--- src/rtl/debounce_pkg.sv ---
// Shared types and helpers for the multi-channel button debouncer.
package debounce_pkg;

  typedef enum logic [2:0] {
    ZERO   = 3'd0,
    WAIT1  = 3'd1,
    ONE    = 3'd2,
    REPEAT = 3'd3,
    WAIT0  = 3'd4
  } db_state_t;

  // Counter width wide enough for the largest of the three timing windows.
  function automatic int unsigned clog2max(input int unsigned a,
                                           input int unsigned b,
                                           input int unsigned c);
    int unsigned m;
    m = a;
    if (b > m) m = b;
    if (c > m) m = c;
    return (m < 2) ? 1 : $clog2(m);
  endfunction

endpackage

--- src/rtl/debounce_channel.sv ---
// One debouncer channel: 2-flop synchroniser, stability counter, five-state FSM
// and registered level / press / release / auto-repeat outputs.
module debounce_channel
  import debounce_pkg::*;
#(
  parameter int unsigned DB_CYCLES    = 2_000_000,
  parameter int unsigned REPEAT_DELAY = 40_000_000,
  parameter int unsigned REPEAT_RATE  = 10_000_000,
  parameter logic        REPEAT_EN    = 1'b0
) (
  input  logic clk,
  input  logic reset_n,
  input  logic noisy,
  output logic debounced,
  output logic press,
  output logic release_pulse,
  output logic repeat_pulse
);

  localparam int unsigned CNT_W = clog2max(DB_CYCLES, REPEAT_DELAY, REPEAT_RATE);
  localparam logic [CNT_W-1:0] DB_LAST    = CNT_W'(DB_CYCLES - 1);
  localparam logic [CNT_W-1:0] DELAY_LAST = CNT_W'(REPEAT_DELAY - 1);
  localparam logic [CNT_W-1:0] RATE_LAST  = CNT_W'(REPEAT_RATE - 1);

  logic [1:0]       sync_q;
  logic             sync;
  db_state_t        state_q;
  db_state_t        state_d;
  logic [CNT_W-1:0] cnt_q;
  logic             cnt_clr_c;
  logic             rpt_c;

  assign sync = sync_q[1];

  // State, counter, synchroniser and output registers.
  always_ff @(posedge clk or negedge reset_n) begin
    if (!reset_n) begin
      sync_q        <= 2'b00;
      state_q       <= ZERO;
      cnt_q         <= '0;
      debounced     <= 1'b0;
      press         <= 1'b0;
      release_pulse <= 1'b0;
      repeat_pulse  <= 1'b0;
    end else begin
      sync_q        <= {sync_q[0], noisy};
      state_q       <= state_d;
      cnt_q         <= cnt_clr_c ? '0 : cnt_q + CNT_W'(1);
      debounced     <= (state_d == ONE) || (state_d == REPEAT) || (state_d == WAIT0);
      press         <= (state_q == WAIT1) && (state_d == ONE);
      release_pulse <= (state_q == WAIT0) && (state_d == ZERO);
      repeat_pulse  <= rpt_c;
    end
  end

  // Next-state decode; any state change also restarts the counter.
  always_comb begin
    state_d = state_q;
    rpt_c   = 1'b0;
    unique case (state_q)
      ZERO: begin
        if (sync) state_d = WAIT1;
      end
      WAIT1: begin
        if (!sync)                state_d = ZERO;
        else if (cnt_q == DB_LAST) state_d = ONE;
      end
      ONE: begin
        if (!sync) begin
          state_d = WAIT0;
        end else if (REPEAT_EN && (cnt_q == DELAY_LAST)) begin
          state_d = REPEAT;
          rpt_c   = 1'b1;
        end
      end
      REPEAT: begin
        if (!sync)                   state_d = WAIT0;
        else if (cnt_q == RATE_LAST) rpt_c   = 1'b1;
      end
      WAIT0: begin
        if (sync)                  state_d = ONE;
        else if (cnt_q == DB_LAST) state_d = ZERO;
      end
      default: state_d = ZERO;
    endcase
    cnt_clr_c = (state_d != state_q) || rpt_c;
  end

endmodule

--- src/rtl/debounce_multi.sv ---
// N-channel button debouncer: independent debounce_channel per input pin.
module debounce_multi #(
  parameter int unsigned     N_CH         = 5,
  parameter int unsigned     DB_CYCLES    = 2_000_000,
  parameter int unsigned     REPEAT_DELAY = 40_000_000,
  parameter int unsigned     REPEAT_RATE  = 10_000_000,
  parameter logic [N_CH-1:0] REPEAT_EN    = '0
) (
  input  logic            clk,
  input  logic            reset_n,
  input  logic [N_CH-1:0] noisy,
  output logic [N_CH-1:0] debounced,
  output logic [N_CH-1:0] press,
  output logic [N_CH-1:0] release_pulse,
  output logic [N_CH-1:0] repeat_pulse
);

  for (genvar i = 0; i < N_CH; i++) begin : g_ch
    debounce_channel #(
      .DB_CYCLES   (DB_CYCLES),
      .REPEAT_DELAY(REPEAT_DELAY),
      .REPEAT_RATE (REPEAT_RATE),
      .REPEAT_EN   (REPEAT_EN[i])
    ) u_ch (
      .clk          (clk),
      .reset_n      (reset_n),
      .noisy        (noisy[i]),
      .debounced    (debounced[i]),
      .press        (press[i]),
      .release_pulse(release_pulse[i]),
      .repeat_pulse (repeat_pulse[i])
    );
  end

endmodule

--- config.mk ---
export PLATFORM = sky130hd
export DESIGN_NAME = debounce_multi
export DESIGN_NICKNAME = d
export VERILOG_FILES = /design/src/rtl/debounce_pkg.sv /design/src/rtl/debounce_channel.sv /design/src/rtl/debounce_multi.sv
export SDC_FILE = /design/constraint.sdc
export NUM_CORES = 1
export LEC_CHECK = 0
export ABC_AREA = 1
export BUFFER_PORTS_ARGS = -buffer_cell sky130_fd_sc_hd__clkbuf_2
export CORE_UTILIZATION = 50
export CTS_BUF_LIST = sky130_fd_sc_hd__clkbuf_8
export DETAILED_ROUTE_END_ITERATION = 10
export PLACE_DENSITY = 0.65
export SKIP_CTS_REPAIR_TIMING = 1
export SYNTH_ARGS = -nofsm -noshare
export SYNTH_HDL_FRONTEND = slang
export SYNTH_SLANG_ARGS = --single-unit
export TNS_END_PERCENT = 50
--- constraint.sdc ---
create_clock -name clk -period 2.7 [get_ports clk]
set_clock_uncertainty 0.15 [all_clocks]
set_input_delay 0.27 -clock clk [delete_from_list [all_inputs] [get_ports clk]]
set_output_delay 0.27 -clock clk [all_outputs]
set_load 0.02 [all_outputs]
==> results of run 1 <==
[routing by layer]
metal	up-vias	GRT usage, %
met5	-	0
met4	0	5.43
met3	20	4.21
met2	108	34.1
met1	3801	28.5
li1	4144	-
[flip-flops by register name, summed over array words and instances (netlist names)]
register	cells
g_ch.u_ch.repeat_pulse	5
g_ch.u_ch.sync_q	10
g_ch.u_ch.cnt_q	130
g_ch.u_ch.state_q	15
g_ch.u_ch.press	5
g_ch.u_ch.debounced	5
g_ch.u_ch.release_pulse	5
[cell usage in the layout, fill, tap and decap left out, types with 25 or more instances in the layout]
cell type	instances
clkbuf_2	25
dfrtp_1	175
inv_1	170
nand2_1	251
nand3_1	68
nand4_1	45
nor2_1	209
nor2_2	67
nor3_1	77
xor2_1	97
[power by group]
group / switching [mW] / internal (mW)
registers: 0.0814 / 2.70
clock network: 0.962 / 0.940
logic: 0.354 / 0.138
[critical path: stages, from the launching register on]
cell and delay (ns):
dfrtp_1 0.42, ha_1 0.28, nand2_1 0.09, nor2_2 0.16
nand3_2 0.14, nor2_1 0.12, nand2_1 0.09, nand2_2 0.08
nand3b_1 0.07, nand2_1 0.11, nand3_4 0.35, nor2_1 0.22
[metrics by stage]
step	setup slack [ns]	cell area [sq um]	std cells	hold WS [ns]
6_report	0.345	10900	1603	0.198
2_1_floorplan	0.766	10200	1308	-0.176
5_1_grt	0.0646	10900	1603	0.213
3_3_place_gp	0.398	10400	1566	0.131
3_5_place_dp	0.215	10400	1566	0.136
4_1_cts	0.192	10800	1597	-0.380
[area by class of cell]
class	instances	area share, %
Inverter	174	5.98
Clock inverter	13	1.49
Clock buffer	18	2.27
Multi-Input combinational cell	922	44.8
Sequential cell	175	40.1
Tap cell	265	3.04
Timing Repair Buffer	36	2.33
[synthesized netlist by cell type]
cell type  instances
a21oi_1            6
a21oi_2            1
a31oi_1            4
buf_2              5
buf_4             20
buf_6             10
clkbuf_1           1
clkbuf_2           1
dfrtp_1          175
ha_1               5
inv_1            170
inv_2              4
nand2_1          251
nand2_2           11
nand2_4            1
nand3_1           68
nand3_2            5
nand3_4            4
nand3b_1           9
nand4_1           45
nor2_1           209
nor2_2            67
nor2_4             1
nor3_1            77
nor3_2            12
nor3b_1            2
nor3b_2            1
nor4_1            21
o21ai_0            5
o22ai_1            2
o31a_1             2
or2_2              1
xnor2_1           15
xor2_1            97
[kinds of logic after synthesis]
| group | Yosys count | synth area share (%) |
|---|---|---|
| adder cells (fa/ha/maj) | 5 | 0.613 |
| flip-flops | 175 | 42.9 |
| XOR/XNOR | 112 | 9.61 |
| AO/OA/AOI/OAI | 20 | 1.16 |
| AND/OR/NAND/NOR | 785 | 36.4 |
| buffers and inverters | 211 | 9.30 |
[how the worst min path moves through the flow]
stage / slack (ns) / end / depth (start not counted)
final: 0.20 / g_ch[3].u_ch.sync_q[1] / 2
after global routing: 0.21 / g_ch[3].u_ch.cnt_q[13] / 2
after CTS: -0.38 / g_ch[3].u_ch.cnt_q[13] / 1
after detailed placement: 0.14 / g_ch[3].u_ch.cnt_q[13] / 1
after global placement: 0.13 / g_ch[3].u_ch.sync_q[1] / 1
after floorplan: -0.18 / g_ch[0].u_ch.cnt_q[0] / 0
==> impl_results.md, run 1 <==
* Area of the core at 19,700 sq um
* Num rows at 51
* Multi-input logic area at 4890 sq um
* Average wire per standard cell at 12.6 microns
* Vias in the first global route at 7,564
* CP max FO at 26
* DRC viols at 0
* Met3 WL at 545 microns
* Ys Warns at 0
* Area taken by flip-flops and latches at 4380 sq um
* Slew Viols, Final at 0
* GR Util All Layers at 21.0%
* Starting Density at 51.8%
* # fillers at 1,865
* Largest net degree at the start of global routing at 62
* IO Count at 27
* Slew @ Worst Pin at 0.512 ns
* Vias at 8,073
* Met2 WL at 9440 microns
* Crit path capture type: flip-flop
* FMAX at 425 MHz
* R2R Path End: g_ch[1].u_ch.cnt_q[0]
* Initial antenna violation count at 0
* CTS Buf Count at 17
* Post-layout util at 55.4%
* Pre-antenna DRT Iters at 8
* CTS tree: yes
* Worst EP arrival at 2.57 ns
* Port bufs at 26
* ANT nets after route at 0
* Crit path to: g_ch[1].u_ch.cnt_q[0]
* Clk sinks at 175
* Slew Limit Headroom at 65.5%
* Reg2reg path depth at 11
* Yosys cell types at 34
* Crit path kind: flip-flop to flip-flop
* Max-cap violation count at 0
* Hold Fails Final Rpt at 0
* Reg2reg setup slack at 0.34 ns
* DP HPWL at 14,900 microns
* Clk buf depth at 2
* GRT overflow at 0
* Cells after synthesis at 1,308
* Synthesized cell area at 10,200 sq um
* Power Dens Cells at 474 nW/um^2
* Maximum vdd drop at 0.356 mV
* RSZ-0062 raised after global routing: false
* Total power at 5.17 mW
* Syn_area_per_cell at 7.80 sq um
* Proportion of layout cells with a drive suffix above 1 at 12.6%
* DIE AREA at 21,000 sq um
* Number of diodes at 0
* H-Tree Level Count at 4
* Synth top area cells: dfrtp_1, nand2_1, xor2_1, nor2_1, inv_1
* Die W at 145 microns
* Crit path from: g_ch[1].u_ch.cnt_q[0]
* HP Class: primary input to async pin
* Top cell type's share of synthesized area at 42.9%
* Synthesis-to-finish area growth at 6.93%
* Post-synthesis sequential area ratio at 42.9%
* M1 wire length at 10,100 microns
* Worst-path clk slew at 0.09 ns
* R2R Path Start: g_ch[1].u_ch.cnt_q[0]
* Setup TNS at 0 ns
* Leakage power at 4.73 nW
* DRT iter0 DRCs at 507
* Vias per cell at 5.04
* CP Launch Type: flip-flop
* Required time worst endpoint at 2.92 ns
* Die Ht at 145 microns
* Total Wirelength at 20,300 microns
* Final worst path period need at 2.36 ns
* Syn Nets at 1,320
* #FFs+latches synth at 175
* First-pass GRT wire length at 34,800 microns
* Largest area contributor in the netlist: dfrtp_1
* Final Cycle Share at 87.2%
* GP Congestion at 0.871
* Highest routed layer: met4
* Final setup vio count at 0
* Number of nets in the layout at 1,338
* Skew-Pair Late Insertion Delay at 0.46 ns
* Root buf cell: clkbuf_8
* Outcome: completed
Power figures use the tool's default switching activity.
==> run 2: changes to the inputs <==
SYNTH_HIERARCHICAL = 1   (was default)
==> impl_results.md, run 2 <==
* Outcome: completed (unchanged)
* Top cell type's share of synthesized area at 43.2% (was 42.9%)
* Mux cell area share after synthesis at 0% (unchanged)
* Simple-gate portion of the synthesized area at 37.1% (was 36.4%)
* IO Count at 27 (unchanged)
* CP Launch Type: flip-flop (unchanged)
* Yosys cell types at 23 (was 34)
* Starting Density at 51.6% (was 51.8%)
* Ys Warns at 6 (was 0)
* Largest area contributor in the netlist: dfrtp_1 (unchanged)
* Syn_area_per_cell at 7.68 sq um (was 7.80 sq um)
* Clk buf depth at 2 (unchanged)
* Hold Path Cell Cnt at 0
* Max reg flops at 130 (unchanged)
* GRT overflow at 0 (unchanged)
* WHS at 0.204 ns (was 0.198 ns)
* Largest net degree at the start of global routing at 62 (unchanged)
* Commonest non-fill, non-tap cell in the layout: nand2_1 (unchanged)
* Total power at 4.97 mW (was 5.17 mW)
* Top-count cell post-synth: nand2_1 (unchanged)
* Die W at 144 microns (was 145 microns)
* Slew @ Worst Pin at 0.508 ns (was 0.512 ns)
* Post-synthesis sequential area ratio at 43.2% (was 42.9%)
* Max-cap violation count at 0 (unchanged)
* Cells after synthesis at 1,320 (was 1,308)
* HP Class: flip-flop to flip-flop (was primary input to async pin)
* Slew Viols, Final at 0 (unchanged)
* Synth top area cells: dfrtp_1, nand2_1, nor2_1, xor2_1, inv_1 (was dfrtp_1, nand2_1, xor2_1, nor2_1, inv_1)
* DIE AREA at 20,900 sq um (was 21,000 sq um)
* XOR/XNOR share of the synthesized area at 9.93% (was 9.61%)
* Root buf cell: clkbuf_8 (unchanged)
* Area of the core at 19,700 sq um (about the same)
* Number of nets in the layout at 1,373 (was 1,338)
* Hold Fails Final Rpt at 0 (unchanged)
* CP max FO at 26 (unchanged)
* Slew Limit Headroom at 66.1% (was 65.5%)
* DRT iter0 DRCs at 571 (was 507)
* Initial antenna violation count at 0 (unchanged)
* List of most frequent post-synthesis cells: nand2_1, nor2_1, inv_1 (was nand2_1, nor2_1, dfrtp_1)
* ANT nets after route at 0 (unchanged)
* CTS tree: yes (unchanged)
* Crit path capture type: flip-flop (unchanged)
* Reg2reg path depth at 10 (was 11)
* Required time worst endpoint at 2.86 ns (was 2.92 ns)
* Largest family of logic cells by synthesized area: simple AND/OR/NAND/NOR gates (unchanged)
* Skew-Pair Late Insertion Delay at 0.44 ns (was 0.46 ns)
* Pre-antenna DRT Iters at 5 (was 8)
* #FFs+latches synth at 175 (unchanged)
* Final setup vio count at 0 (unchanged)
* H-Tree Level Count at 4 (unchanged)
* Post-place instance area at 10,500 sq um (was 10,400 sq um)
* GP Congestion at 0.894 (was 0.871)
* DP HPWL at 14,900 microns (about the same)
* Maximum vdd drop at 0.289 mV (was 0.356 mV)
* Average wire per standard cell at 12.2 microns (was 12.6 microns)
* First-pass GRT wire length at 34,700 microns (was 34,800 microns)
* DRC viols at 0 (unchanged)
* Final worst path period need at 2.20 ns (was 2.36 ns)
* Complex-gate fraction of the synthesized area at 0.345% (was 1.16%)
* Leakage power at 4.85 nW (was 4.73 nW)
* Adder-Cell Fraction of Synth Area at 0.617% (was 0.613%)
* Asr flop ratio synth at 100% (unchanged)
* Syn Nets at 1,332 (was 1,320)
* Power Dens Cells at 453 nW/um^2 (was 474 nW/um^2)
* Total Wirelength at 20,000 microns (was 20,300 microns)
* Num rows at 51 (unchanged)
* FMAX at 455 MHz (was 425 MHz)
* Biggest regs: g_ch.u_ch/cnt_q: 130 flops, g_ch.u_ch/state_q: 15 flops, g_ch.u_ch/sync_q: 10 flops (was g_ch.u_ch.cnt_q: 130 flops, g_ch.u_ch.state_q: 15 flops, g_ch.u_ch.sync_q: 10 flops)
* Clk sinks at 175 (unchanged)
* Crit path kind: flip-flop to flip-flop (unchanged)
* GR Util All Layers at 20.8% (was 21.0%)
* RSZ-0062 raised after global routing: false (unchanged)
* Synthesized cell area at 10,100 sq um (was 10,200 sq um)
* Synthesis-to-finish area growth at 8.31% (was 6.93%)
* Vias per cell at 4.89 (was 5.04)
* Register with the most flip-flops: g_ch.u_ch/cnt_q (was g_ch.u_ch.cnt_q)
* Port bufs at 26 (unchanged)
* Vias in the first global route at 7,522 (was 7,564)
* Vias at 7,998 (was 8,073)
* Final Cycle Share at 81.5% (was 87.2%)
* Proportion of layout cells with a drive suffix above 1 at 13.6% (was 12.6%)
* Most frequent cells in the layout: nand2_1, nor2_1, inv_1 (was nand2_1, nor2_1, dfrtp_1)
* Main flop type after synthesis: dfrtp_1 (unchanged)
* Die Ht at 144 microns (was 145 microns)
* Setup TNS at 0 ns (unchanged)
* Post-route cell area at 11,000 sq um (was 10,900 sq um)
* Worst EP arrival at 2.36 ns (was 2.57 ns)
* Number of synthesized flops with an enable pin at 0 (unchanged)
* CTS Buf Count at 17 (unchanged)
* Worst-path clk slew at 0.09 ns (about the same)
* Number of diodes at 0 (unchanged)
[run 2: cell count changes in the layout (fill, tap and decap cells not counted), sizes merged, moves of 11 or more]
cell   delta
nand3    +13
xor2     -11
nand2    +53
xnor2    +14
nand4    -16
nor2     +16
[run 2: metrics by stage]
stage,utilization [%],instances,worst slack (ns)
finish,55.9,1637,0.501
global route,55.9,1637,0.288
CTS,55.6,1631,0.490
detailed placement,53.2,1601,0.504
global placement,53.2,1601,0.573
floorplan,-,1320,0.827
[run 2: path summary, 6_finish.rpt]
path | start | slack, ns | end
worst max-delay path | g_ch[0].u_ch/cnt_q[0] | 0.50 | g_ch[0].u_ch/cnt_q[3]
worst min-delay path | g_ch[3].u_ch/sync_q[0] | 0.20 | g_ch[3].u_ch/sync_q[1]
worst max register to register | g_ch[0].u_ch/cnt_q[0] | 0.50 | g_ch[0].u_ch/cnt_q[3]
worst min register to register | g_ch[3].u_ch/sync_q[0] | 0.20 | g_ch[3].u_ch/sync_q[1]
max in group asynchronous | reset_n | 1.52 | g_ch[4].u_ch/cnt_q[9]
min in group asynchronous | reset_n | 0.22 | g_ch[0].u_ch/release_pulse
[run 2: layer usage]
| layer | GRT usage, % | vias up | routed length, microns | share of wire (%) |
|---|---|---|---|---|
| met1 | 29.7 | 3714 | 10200 | 51 |
| li1 | - | 4155 | - | - |
| met2 | 32.7 | 115 | 8930 | 45 |
| met3 | 3.87 | 14 | 621 | 3.1 |
| met4 | 4.76 | 0 | 191 | 0.96 |
| met5 | 0 | - | 0 | 0 |
[run 2: layout make-up]
cell class                      instances  area, sq um
Clock buffer                           20          275
Clock inverter                         10          185
Fill cell                            1900         8670
Inverter                              184          691
Multi-Input combinational cell        947         4870
Sequential cell                       175         4380
Tap cell                              265          332
Timing Repair Buffer                   36          254
[run 2: worst max-delay path, stage by stage, from the launching register on]
cell	delay, ns
dfrtp_1	0.41
ha_1	0.27
nand2_2	0.09
nor2_4	0.14
nand2_2	0.10
nor2_1	0.15
nand2_1	0.09
nand2_1	0.10
a21oi_1	0.10
nand2_4	0.36
nor2_1	0.09
[run 2: cell families after synthesis]
kind of cell    count (synthesis)
simple gates                  820
buf+inv                       198
flops                         175
xor+xnor                      115
compound gates                  7
fa+ha+maj                       5
[run 2: report_power, final]
| group | total (mW) | switching (mW) | internal, mW |
|---|---|---|---|
| combinational | 0.227 | 0.169 | 0.0577 |
| sequential | 2.68 | 0.0300 | 2.65 |
| clock | 2.07 | 0.899 | 1.17 |
==> run 3: changes to the inputs <==
clock period = 2.26 ns   (was 2.7 ns; I/O delays follow)
==> impl_results.md, run 3 (synthesized netlist as in run 2, its figures left out) <==
* Outcome: completed (unchanged)
* Pre-antenna DRT Iters at 5 (unchanged)
* Clock power share at 35.2% (was 41.6%)
* Clk sinks at 175 (unchanged)
* First-pass GRT wire length at 35,400 microns (was 34,700 microns)
* CTS Buf Count at 17 (unchanged)
* Clk buf depth at 2 (unchanged)
* Area of the core at 19,700 sq um (unchanged)
* RSZ-0062 raised after global routing: false (unchanged)
* Total power at 5.42 mW (was 4.97 mW)
* R2R Path End: g_ch[0].u_ch/cnt_q[1] (was g_ch[0].u_ch/cnt_q[3])
* Required time worst endpoint at 2.44 ns (was 2.86 ns)
* DRT iter0 DRCs at 531 (was 571)
* Skew-Pair Late Insertion Delay at 0.45 ns (was 0.44 ns)
* Synthesis-to-finish area growth at 8.65% (was 8.31%)
* Proportion of layout cells with a drive suffix above 1 at 14.5% (was 13.6%)
* IO Count at 27 (unchanged)
* Initial antenna violation count at 0 (unchanged)
* Vias in the first global route at 7,608 (was 7,522)
* Reg2reg path depth at 11 (was 10)
* Hold Fails Final Rpt at 0 (unchanged)
* Power Dens Cells at 492 nW/um^2 (was 453 nW/um^2)
* GRT overflow at 0 (unchanged)
* Largest stage delay, worst path at 0.42 ns (was 0.41 ns)
* Slew Limit Headroom at 64.9% (was 66.1%)
* Starting Density at 51.6% (unchanged)
* Dpl ws at 0.143 ns (was 0.504 ns)
* Worst-path clk slew at 0.09 ns (about the same)
* Register with the most flip-flops: g_ch.u_ch/cnt_q (unchanged)
* Crit path kind: flip-flop to flip-flop (unchanged)
* FMAX at 481 MHz (was 455 MHz)
* WHS at 0.188 ns (was 0.204 ns)
* Average wire per standard cell at 12.3 microns (was 12.2 microns)
* H-Tree Level Count at 4 (unchanged)
* Worst EP arrival at 2.26 ns (was 2.36 ns)
* Reg2reg setup slack at 0.18 ns (was 0.50 ns)
* Final Cycle Share at 91.9% (was 81.5%)
* Total Wirelength at 20,200 microns (was 20,000 microns)
* CTS tree: yes (unchanged)
* Number of diodes at 0 (unchanged)
* Port bufs at 26 (unchanged)
* HP Class: primary input to async pin (was flip-flop to flip-flop)
* Net Sw Frac at 25.3% (was 22.1%)
* Vias per cell at 4.93 (was 4.89)
* Commonest non-fill, non-tap cell in the layout: nand2_1 (unchanged)
* Max reg flops at 130 (unchanged)
* Levels on crit path at 11 (was 10)
* DP HPWL at 15,100 microns (was 14,900 microns)
* Die W at 144 microns (unchanged)
* P_sw at 1.37 mW (was 1.10 mW)
* Number of nets in the layout at 1,381 (was 1,373)
* GP Congestion at 0.893 (was 0.894)
* CP Cell Sequence: ha_2 > nand2_2 > nor2_4 > nand2_2 > nor2_1 > nand2_1 > nand2_1 > a21oi_1 > nand2_4 > buf_12 > nor2_1 (was ha_1 > nand2_2 > nor2_4 > nand2_2 > nor2_1 > nand2_1 > nand2_1 > a21oi_1 > nand2_4 > nor2_1)
* Largest net degree at the start of global routing at 67 (was 62)
* Maximum vdd drop at 0.337 mV (was 0.289 mV)
* Root buf cell: clkbuf_8 (unchanged)
* GR Util All Layers at 21.3% (was 20.8%)
* Crit path max-delay family: simple AND/OR/NAND/NOR gates (unchanged)
* CP Launch Type: flip-flop (unchanged)
* Slew @ Worst Pin at 0.527 ns (was 0.508 ns)
* Crit path from: g_ch[0].u_ch/cnt_q[0] (unchanged)
* Biggest regs: g_ch.u_ch/cnt_q: 130 flops, g_ch.u_ch/state_q: 15 flops, g_ch.u_ch/sync_q: 10 flops (unchanged)
* Pint at 4.05 mW (was 3.88 mW)
* Setup TNS at 0 ns (unchanged)
* Die Ht at 144 microns (unchanged)
* Max-cap violation count at 0 (unchanged)
* CP max FO at 26 (unchanged)
* Crit path capture type: flip-flop (unchanged)
* Slew Viols, Final at 0 (unchanged)
* Most frequent cells in the layout: nand2_1, nor2_1, inv_1 (unchanged)
* Worst Path Buf+Inv at 1 (was 0)
* Num rows at 51 (unchanged)
* Combinational group share of total power at 5.8% (was 4.6%)
* DIE AREA at 20,900 sq um (unchanged)
* Worst setup margin at 0.183 ns (was 0.501 ns)
* R2R Path Start: g_ch[0].u_ch/cnt_q[0] (unchanged)
* Final worst path period need at 2.08 ns (was 2.20 ns)
* Vias at 8,113 (was 7,998)
* ANT nets after route at 0 (unchanged)
* Final setup vio count at 0 (unchanged)
* Crit-path slowest cell: dfrtp_1 (unchanged)
* Flop pwr share at 59.1% (was 53.9%)
* Crit path to: g_ch[0].u_ch/cnt_q[1] (was g_ch[0].u_ch/cnt_q[3])
* DRC viols at 0 (unchanged)
* Leakage power at 4.84 nW (was 4.85 nW)
[run 3: how the worst min path moves through the flow]
stage                                   endpoint    start  cells after the start  slack (ns)
after global placement    g_ch[1].u_ch/cnt_q[15]  reset_n                      1        0.12
after detailed placement  g_ch[1].u_ch/cnt_q[12]  reset_n                      1        0.12
final                      g_ch[0].u_ch/cnt_q[6]  reset_n                      2        0.19
after floorplan            g_ch[0].u_ch/cnt_q[0]  reset_n                      0       -0.22
after global routing       g_ch[0].u_ch/cnt_q[6]  reset_n                      2        0.22
after CTS                  g_ch[0].u_ch/cnt_q[6]  reset_n                      1       -0.40
[run 3: final cells by class]
cell class	instances	area (sq um)
fillers	1906	8630
multi-input cells	947	4900
flip-flops and latches	175	4380
inverters	184	691
repair buffers	44	377
well taps	265	332
clock buffers	18	248
clock inverters	13	91.3
[run 3: worst reg2reg max path: cells and delay by family (launching register included)]
kind | cells | cell delay, ns
compound gates | 1 | 0.11
simple gates | 8 | 0.83
buf+inv | 1 | 0.19
flops | 1 | 0.42
fa+ha+maj | 1 | 0.27
[run 3: power by group through the flow]
stage	Clock [mW]	Combinational, mW	Sequential, mW
finish	1.91	0.313	3.20
global route	2.13	0.361	3.21
CTS	2.01	0.303	3.20
detailed placement	0	0.302	3.26
global placement	0	0.300	3.26
floorplan	0	0.209	3.26
[run 3: stage by stage]
step	std cells	cell area (sq um)	utilization (%)
2_1_floorplan	1320	10100	-
3_3_place_gp	1607	10600	53.8
3_5_place_dp	1607	10600	53.8
4_1_cts	1638	10900	55.5
5_1_grt	1646	11000	56.1
6_report	1646	11000	56.1
[run 3: layer usage]
metal / part of all wire [%] / vias up / wire [microns] / global-route usage (%)
met5: 0 / - / 0 / 0
met4: 1.2 / 0 / 239 / 6.04
met3: 3.4 / 16 / 692 / 3.54
met2: 45 / 144 / 9010 / 32.5
met1: 51 / 3777 / 10200 / 30.9
li1: - / 4176 / - / -
